## config.mk

```make
export PLATFORM = sky130hd
export DESIGN_NAME = sched_controller
export DESIGN_NICKNAME = d
export VERILOG_FILES = /design/src/rtl/sched_controller.sv
export SDC_FILE = /design/constraint.sdc
export NUM_CORES = 1
export LEC_CHECK = 0
export BUFFER_PORTS_ARGS = -buffer_cell sky130_fd_sc_hd__buf_2
export CORE_MARGIN = 2
export CORE_UTILIZATION = 45
export DETAILED_ROUTE_END_ITERATION = 7
export PLACE_DENSITY = 0.65
export SLEW_MARGIN = 20
export SYNTH_ARGS = -nofsm -noshare
export SYNTH_HDL_FRONTEND = slang
export SYNTH_SLANG_ARGS = --single-unit
```

## constraint.sdc

```tcl
create_clock -name clk -period 2.6 [get_ports clk]
set_clock_uncertainty 0.1 [all_clocks]
set_input_delay 0.52 -clock clk [delete_from_list [all_inputs] [get_ports clk]]
set_output_delay 0.52 -clock clk [all_outputs]
set_load 0.01 [all_outputs]
```

## src/rtl/sched_controller.sv

```systemverilog
// rtl/sched_controller.sv - table-driven control word sequencer for the scheduled datapath
//
// Ports:
//   clk, rst_n            clock (rising edge), asynchronous active-low reset
//   start, hold           run request (ignored while busy), issue stall
//   busy                  high whenever the sequencer is not idle
//   cfg_we/addr/data      control table write port (accepted only while idle)
//   cfg_err               one-cycle pulse after a write attempted while busy
//   alu1_*, mul1_*, log1_* registered operand selects and opcodes
//   reg_en                intermediate register enables
//   result_en, done_next  final result latch, datapath done-next-cycle
module sched_controller #(
    parameter int NUM_STEPS = 16,
    parameter int SEL_W     = 4,
    parameter int NUM_REGS  = 7,
    parameter int CW_W      = 38,
    parameter int AW        = $clog2(NUM_STEPS)
) (
    input  logic                clk,
    input  logic                rst_n,
    input  logic                start,
    input  logic                hold,
    output logic                busy,
    input  logic                cfg_we,
    input  logic [AW-1:0]       cfg_addr,
    input  logic [CW_W-1:0]     cfg_data,
    output logic                cfg_err,
    output logic [SEL_W-1:0]    alu1_sel1,
    output logic [SEL_W-1:0]    alu1_sel2,
    output logic                alu1_op,
    output logic [SEL_W-1:0]    mul1_sel1,
    output logic [SEL_W-1:0]    mul1_sel2,
    output logic                mul1_op,
    output logic [SEL_W-1:0]    log1_sel1,
    output logic [SEL_W-1:0]    log1_sel2,
    output logic [1:0]          log1_op,
    output logic [NUM_REGS-1:0] reg_en,
    output logic                result_en,
    output logic                done_next
);

    // Field offsets inside a control word, LSB first.
    localparam int O_A1S1 = 0;
    localparam int O_A1S2 = SEL_W;
    localparam int O_A1OP = 2 * SEL_W;
    localparam int O_M1S1 = 2 * SEL_W + 1;
    localparam int O_M1S2 = 3 * SEL_W + 1;
    localparam int O_M1OP = 4 * SEL_W + 1;
    localparam int O_L1S1 = 4 * SEL_W + 2;
    localparam int O_L1S2 = 5 * SEL_W + 2;
    localparam int O_L1OP = 6 * SEL_W + 2;
    localparam int O_REG  = 6 * SEL_W + 4;
    localparam int O_RES  = O_REG + NUM_REGS;
    localparam int O_DN   = O_RES + 1;
    localparam int O_LAST = O_DN + 1;

    localparam logic [AW-1:0] LAST_STEP = AW'(NUM_STEPS - 1);

    typedef enum logic [1:0] {
        IDLE  = 2'd0,
        RUN   = 2'd1,
        DRAIN = 2'd2
    } state_t;

    state_t                r_state;
    state_t                w_state_nxt;
    logic [AW-1:0]         r_step;
    logic [AW-1:0]         w_step_nxt;
    logic [O_LAST-1:0]     r_out;
    logic [O_LAST-1:0]     w_out_nxt;
    logic                  r_cfg_err;
    logic [CW_W-1:0]       r_table [NUM_STEPS];
    logic [CW_W-1:0]       w_word;

    assign w_word = r_table[r_step];
    assign busy   = (r_state != IDLE);

    // State, step pointer and registered control outputs.
    always_ff @(posedge clk or negedge rst_n) begin
        if (!rst_n) begin
            r_state   <= IDLE;
            r_step    <= '0;
            r_out     <= '0;
            r_cfg_err <= 1'b0;
        end else begin
            r_state   <= w_state_nxt;
            r_step    <= w_step_nxt;
            r_out     <= w_out_nxt;
            r_cfg_err <= cfg_we && busy;
        end
    end

    // Control table; writes are only accepted while idle so a running
    // program never sees its own words change underneath it.
    always_ff @(posedge clk or negedge rst_n) begin
        if (!rst_n) begin
            for (int i = 0; i < NUM_STEPS; i++) begin
                r_table[i] <= '0;
            end
        end else if (cfg_we && !busy) begin
            r_table[cfg_addr] <= cfg_data;
        end
    end

    always_comb begin
        w_state_nxt = r_state;
        w_step_nxt  = r_step;
        w_out_nxt   = '0;
        case (r_state)
            IDLE: begin
                if (start) begin
                    w_state_nxt = RUN;
                    w_step_nxt  = '0;
                end
            end
            RUN: begin
                // A held cycle issues the idle word and keeps the step, so
                // the pending word goes out exactly once after the stall.
                if (!hold) begin
                    w_out_nxt = w_word[O_LAST-1:0];
                    // Wrap guard: the last table slot always ends the run.
                    if (w_word[O_LAST] || (r_step == LAST_STEP)) begin
                        w_state_nxt = DRAIN;
                    end else begin
                        w_step_nxt = r_step + 1'b1;
                    end
                end
            end
            DRAIN: begin
                w_state_nxt = IDLE;
                w_step_nxt  = '0;
            end
            default: begin
                w_state_nxt = IDLE;
                w_step_nxt  = '0;
            end
        endcase
    end

    assign cfg_err   = r_cfg_err;
    assign alu1_sel1 = r_out[O_A1S1 +: SEL_W];
    assign alu1_sel2 = r_out[O_A1S2 +: SEL_W];
    assign alu1_op   = r_out[O_A1OP];
    assign mul1_sel1 = r_out[O_M1S1 +: SEL_W];
    assign mul1_sel2 = r_out[O_M1S2 +: SEL_W];
    assign mul1_op   = r_out[O_M1OP];
    assign log1_sel1 = r_out[O_L1S1 +: SEL_W];
    assign log1_sel2 = r_out[O_L1S2 +: SEL_W];
    assign log1_op   = r_out[O_L1OP +: 2];
    assign reg_en    = r_out[O_REG +: NUM_REGS];
    assign result_en = r_out[O_RES];
    assign done_next = r_out[O_DN];

endmodule

```

==> results.md, run 1 <==
* Outcome: complete, no violations
* Die H at 256.9 um
* Top_reg_cell synth: dfrtp_1
* Vias/cell at 5.719
* Net count of the finished layout at 1863
* Starting density of the core at 0.4554
* Final antenna-violating net count at 0
* Synth Instances at 1709
* Worst Path Required at 2.97 ns
* Hold Fails Final Rpt at 0
* Max-Slew Margin vs Limit at 0.5958
* Asr flop ratio synth at 1.000
* CP endpoint kind: flip-flop
* Final Routed Wirelength at 66570 um
* CTS clock-pin slew for the worst setup and hold paths at 0.06 ns
* Yosys warns at 0
* Power per standard cell area at 1198 nW/um^2
* Syn nets at 1757
* Crit path kind: reg -> reg
* DP Wirelength at 41330 um
* Placement Cell Area at 31080 um^2
* Vias in the first global route at 16890
* HP Class: in -> reg
* Seq/Total Area, Yosys at 0.5669
* CP startpoint kind: flip-flop
* Yosys reg bits at 652
* CTS buffer count at 72
* Clock sink total at 652
* WL/cell at 24.58 um
* CTS H-tree lvls at 3
* Gr ovfl total at 0
* Fraction of layout cells with a size suffix above 1 at 0.5489
* Die width at 256.9 um
* Total number of vias at 15490
* Final TNS setup at 0 ns
* Residual DRC at 0
* VDD IR max at 582.6 uV
* Avg Inst Size Synth at 16.84 um^2
* F_max at 414.1 MHz
* Worst skew pair latency at 0.61 ns
* Routability congestion estimate at 0.7591
* Crit-path max FO at 20
* CTS max path bufs at 3
* Root Buffer: clkbuf_16
* Port buffer count at 85
* Largest net degree at the start of global routing at 91
* Postcts setup bufs at 0
* Reg-to-reg setup timing slack at 0.18 ns
* Min cycle time layout at 2.415 ns
* Final worst slack at 0.1849 ns
* Layout area overhead at 16.35%
* IO Pins at 86
* First-pass iteration count of the detailed router at 5
* # Max-Cap Violations at 0
* RSZ-0062 raised after global routing: false
* Starting DRT DRC Count at 832
* DP Worst Slack at 0.05028 ns
* Arr. time, crit path at 2.79 ns
* Die area at 66000 um^2
* Global Route Usage Sum at 0.2098
* Row count at 92
* ANT cells at 0
* Final setup fails at 0
* Leak pwr at 15.06 nW
* TritonCTS clock tree: done
* Fin. max-slew vios at 0
* Mapped Area at 28780 um^2
* Initial antenna violation count at 6
* Slew @ Worst Pin at 0.6063 ns
* First-pass GRT wire length at 105400 um
* Yosys cell types at 38
* CORE AREA at 63200 um^2
* Period utilization at 0.9289
* EDFF count, synth at 0
* Final instance area at 33490 um^2
==> stage by stage <==
stage	std cells	utilization	total power, mW	hold slack [ns]
final	2708	0.5299	40.13	0.03500
after global routing	2708	0.5299	42.42	0.04324
after CTS	2708	0.5299	40.56	0.0005081
after detailed placement	2586	0.4918	30.08	0.3562
after global placement	2586	0.4918	29.39	0.3537
after floorplan	1709	-	25.86	0.1244
==> Yosys cell counts, drive strengths merged (2+ instances only) <==
library cell	number	area [um^2]
dfrtp	652	16320
mux2	608	6847
mux4	186	4189
clkbuf	79	296.5
buf	75	436.7
nor2b	42	262.8
nor2	12	45.04
nand2	9	33.78
mux2i	7	70.07
nand2b	5	31.28
and3	4	25.02
a32oi	3	26.28
nor3	3	20.02
nor3b	3	27.52
a21oi	2	10.01
nand3	2	10.01
nand4	2	12.51
o21ai	2	10.00
==> per-layer routing <==
layer	global-route usage	wire (um)	vias to the layer above
met5	0	48	-
met4	0.05798	1268	10
met3	0.03832	2877	95
met2	0.3285	31570	280
met1	0.3032	30810	8528
li1	-	-	6575
==> cell families (layout without fill, tap and decap cells) <==
kind of cell | count (synthesis) | count (layout) | synth area share
buffers and inverters | 155 | 308 | 0.02561
and+or+nand+nor | 88 | 88 | 0.01795
muxes | 801 | 801 | 0.3859
AOI/OAI and AO/OA | 12 | 12 | 0.003261
adders and majority gates | 1 | 1 | 0.0004347
DFF | 652 | 652 | 0.5669
==> registers in the layout (all words and copies together) (netlist names) <==
register and count:
cfg_err 1, r_table 608, r_state 2, r_step 4
r_out 37
==> what timing repair did <==
item	4_1_cts	5_1_grt
gates resized for setup	0	0
hold buffers	1	0
endpoints found under the hold margin	21	0
==> critical path, stage by stage, from the launching register on <==
cell and delay, ns:
dfrtp_1 0.44, nor3b_2 0.21, buf_4 0.18, or3b_1 0.38, buf_4 0.15, nor3_4 0.24, buf_12 0.24, mux2_1 0.35
==> layout make-up <==
class                           instances  area, um^2
Multi-Input combinational cell        902       11830
Clock buffer                          102        2108
Inverter                                1       3.754
Sequential cell                       652       16330
Clock inverter                         19       290.3
Timing Repair Buffer                  186        1872
Tap cell                              846        1059
Fill cell                            4983       29710
==> worst paths after layout <==
path / from / endpoint / cells past startpoint
worst max-delay path: r_state[0]$_DFFE_PN0P_ / r_table[587]$_DFFE_PN0P_ / 7
worst min-delay path: cfg_we / cfg_err$_DFF_PN0_ / 2
worst max register to register: r_state[0]$_DFFE_PN0P_ / r_table[587]$_DFFE_PN0P_ / 7
worst min register to register: r_table[592]$_DFFE_PN0P_ / r_table[592]$_DFFE_PN0P_ / 1
max in group asynchronous: rst_n / r_out[10]$_DFF_PN0_ / 3
min in group asynchronous: rst_n / r_table[112]$_DFFE_PN0P_ / 2
==> power by group <==
part           switching, mW  internal [mW]
clock network           4.02           6.32
registers               2.35           14.9
logic                   4.56           7.96
==> cells in the final DEF (no fill, tap or decap), types with 3 or more instances in the layout <==
| cell | count |
|---|---|
| a32oi_1 | 3 |
| and3_1 | 4 |
| buf_12 | 54 |
| buf_2 | 84 |
| buf_4 | 46 |
| bufinv_16 | 7 |
| clkbuf_1 | 14 |
| clkbuf_16 | 75 |
| clkbuf_8 | 13 |
| clkinv_2 | 6 |
| dfrtp_1 | 648 |
| dfrtp_4 | 3 |
| inv_6 | 4 |
| mux2_1 | 88 |
| mux2_2 | 520 |
| mux2i_1 | 7 |
| mux4_2 | 186 |
| nand2_1 | 3 |
| nand2_2 | 6 |
| nand2b_1 | 4 |
| nor2_1 | 6 |
| nor2_4 | 6 |
| nor2b_1 | 42 |
(Power assumes the default switching activity.)
==> run 2: changes to the inputs <==
- BUFFER_PORTS_ARGS: -buffer_cell sky130_fd_sc_hd__buf_2 -> unset
- DONT_BUFFER_PORTS: unset -> 1
- PLACE_DENSITY: 0.65 -> 0.64
==> run 2 against run 1 <==
The flow now finishes with violations (hold timing). Highest routed layer unchanged. Sequential cell count stayed put. Core utilization is 0.61 points lower. Largest power group unchanged. Routed wire length decreased by 1.3%. Cell area is 1.1% lower. Clock power hardly changed. Total power down 0.92%. Worst hold slack worse by 0.23 ns.
==> results.md, run 2 (synthesized netlist as in run 1, its figures left out) <==
* Outcome: complete, but fails checks
* Failing checks: hold timing
* M1 GR Usage at 0.2925 (-0.01061)
* Fraction of layout cells with a size suffix above 1 at 0.5106 (-0.03829)
* Net count of the finished layout at 1792 (-3.8%)
* Global Route Usage Sum at 0.2047 (-0.005069)
* VDD IR max at 572.1 uV (-1.8%)
* Crit-path max FO at 21 (+5.0%)
* Die H at 256.9 um (unchanged)
* CTS buffer count at 71 (-1.4%)
* Layout area overhead at 15.02%
* Worst setup path start: r_step[0]$_DFFE_PN0P_
* Final worst slack at 0.1408 ns (-0.04406 ns)
* Global routing's busiest layer: met2
* Initial antenna violation count at 3 (-3)
* Most frequent cells in the layout: dfrtp_1 (648), mux2_2 (520), mux4_2 (186), mux2_1 (88), clkbuf_16 (75)
* Leak pwr at 14.67 nW (-2.6%)
* Die width at 256.9 um (unchanged)
* IO Pins at 86 (unchanged)
* Arr. time, crit path at 2.85 ns (+0.06 ns)
* RSZ-0062 raised after global routing: false
* Max reg flops at 608 (unchanged)
* Clock sink total at 652 (unchanged)
* ANT cells at 0 (unchanged)
* Total number of vias at 15170 (-2.0%)
* Min cycle time layout at 2.459 ns (+0.04406 ns)
* Max-Slew Margin vs Limit at 0.3481 (-0.2477)
* GR Util met2 at 0.3236 (-0.004805)
* Root Buffer: clkbuf_16
* Total Power at 39.76 mW (-0.92%)
* Global-route met3 utilization at 0.03881 (+0.0004925)
* Worst setup path endpoint: r_step[0]$_DFFE_PN0P_
* Reg-to-reg setup timing slack at 0.14 ns (-0.04 ns)
* Final setup fails at 0 (unchanged)
* CTS max path bufs at 3 (unchanged)
* Power per standard cell area at 1201 nW/um^2 (+0.22%)
* Port buffer count at 0 (-100%)
* Postcts setup bufs at 0 (unchanged)
* Tightest hold margin at -0.1911 ns (-0.2261 ns)
* Hold buffer count at cts at 40 (+39)
* F_max at 406.6 MHz (-1.8%)
* CTS H-tree lvls at 3 (unchanged)
* Worst path slowest cell: dfrtp_4
* Residual DRC at 0 (unchanged)
* Final Routed Wirelength at 65720 um (-1.3%)
* DP Worst Slack at 0.1487 ns (+0.09845 ns)
* Die area at 66000 um^2 (unchanged)
* TritonCTS clock tree: done
* # Max-Cap Violations at 0 (unchanged)
* Critical path depth in cells at 7 (unchanged)
* Vias/cell at 5.742 (+0.40%)
* Period utilization at 0.9458 (+0.01694)
* CP startpoint kind: flip-flop
* CORE AREA at 63200 um^2 (unchanged)
* WL/cell at 24.87 um (+1.2%)
* Hold Fails Final Rpt at 141 (+141)
* Gr ovfl total at 0 (unchanged)
* Reg-to-reg endpoint: r_step[0]$_DFFE_PN0P_
* CP endpoint kind: flip-flop
* DP Wirelength at 38430 um (-7.0%)
* Largest Register: r_table
* Vias in the first global route at 16420 (-2.8%)
* Crit path buf inv count at 2 (-1)
* Routability congestion estimate at 0.7288 (-4.0%)
* Final TNS setup at 0 ns (unchanged)
* Largest net degree at the start of global routing at 653 (+620%)
* Final antenna-violating net count at 0 (unchanged)
* Starting DRT DRC Count at 1005 (+21%)
* Fin. max-slew vios at 0 (unchanged)
* Worst skew pair latency at 0.61 ns (about the same)
* First-pass iteration count of the detailed router at 4 (-1)
* Crit path kind: reg -> reg
* Largest registers: r_table (608), r_out (37), r_step (4)
* CP max stage delay at 0.52 ns (+0.08 ns)
* R2R depth at 7 (unchanged)
* Worst Path Required at 2.99 ns (+0.02 ns)
* HP Class: in -> async
* Slew @ Worst Pin at 0.9779 ns (+0.3715 ns)
* First-pass GRT wire length at 102700 um (-2.5%)
* CTS clock-pin slew for the worst setup and hold paths at 0.06 ns (about the same)
* Fill count at 5063 (+1.6%)
* Starting density of the core at 0.4554 (unchanged)
* Worst r2r src: r_step[0]$_DFFE_PN0P_
* Commonest non-fill, non-tap cell in the layout: dfrtp_1
* Row count at 92 (unchanged)
* Crit path cell chain: buf_12, buf_4, ha_1, nand4bb_1, a41oi_2, o22ai_1, a22o_1
* Top delay family on crit path: compound AO/OA/AOI/OAI gates
-- run 2: cell count changes in the layout (fill, tap and decap cells not counted), moves of 2 or more --
cell           delta
buf_12           -17
buf_16            +4
buf_2            -84
buf_4            -11
bufinv_16         -2
clkinv_2          +6
dlygate4sd3_1    +39
-- run 2: per-stage QoR --
step	cells	utilization	instance area [um^2]
floorplan	1709	-	28780
global placement	2473	0.4782	30220
detailed placement	2473	0.4782	30220
CTS	2638	0.5221	33000
global route	2642	0.5239	33110
finish	2642	0.5239	33110
-- run 2: metal layers --
layer | part of all wire | vias to the layer above
met3 | 0.043 | 83
met1 | 0.46 | 8388
met2 | 0.48 | 260
li1 | - | 6434
met4 | 0.017 | 6
met5 | 0.00056 | -
-- run 2: cell type report --
type | instances | area (um^2) | share of cell area
clock inverter | 22 | 251.5 | 0.007597
inverter | 1 | 3.754 | 0.0001134
clock buffer | 103 | 2122 | 0.06410
tap | 846 | 1059 | 0.03197
sequential | 652 | 16330 | 0.4932
multi-input combinational | 902 | 11830 | 0.3573
timing repair buffer | 116 | 1514 | 0.04573
-- run 2: what timing repair did --
item | 4_1_cts | 5_1_grt
endpoints found under the setup margin | 0 | 0
gates resized for setup | 0 | 0
endpoints found under the hold margin | 1262 | 141
-- run 2: power breakdown --
part	leakage [nW]	total, mW	internal (mW)	switching, mW
Clock	1.17	10.2	6.16	4.07
Sequential	8.45	17.4	14.9	2.49
Combinational	5.04	12.1	7.78	4.34
-- run 2: how the worst min path moves through the flow --
| stage | startpoint | slack (ns) | depth (start not counted) | end |
|---|---|---|---|---|
| final | rst_n | -0.19 | 1 | r_out[4]$_DFF_PN0_ |
| after global routing | rst_n | -0.13 | 1 | r_out[4]$_DFF_PN0_ |
| after global placement | rst_n | 0.19 | 0 | r_out[4]$_DFF_PN0_ |
| after floorplan | rst_n | 0.12 | 0 | cfg_err$_DFF_PN0_ |
| after detailed placement | rst_n | 0.19 | 0 | r_out[4]$_DFF_PN0_ |
| after CTS | rst_n | -0.46 | 0 | r_out[4]$_DFF_PN0_ |
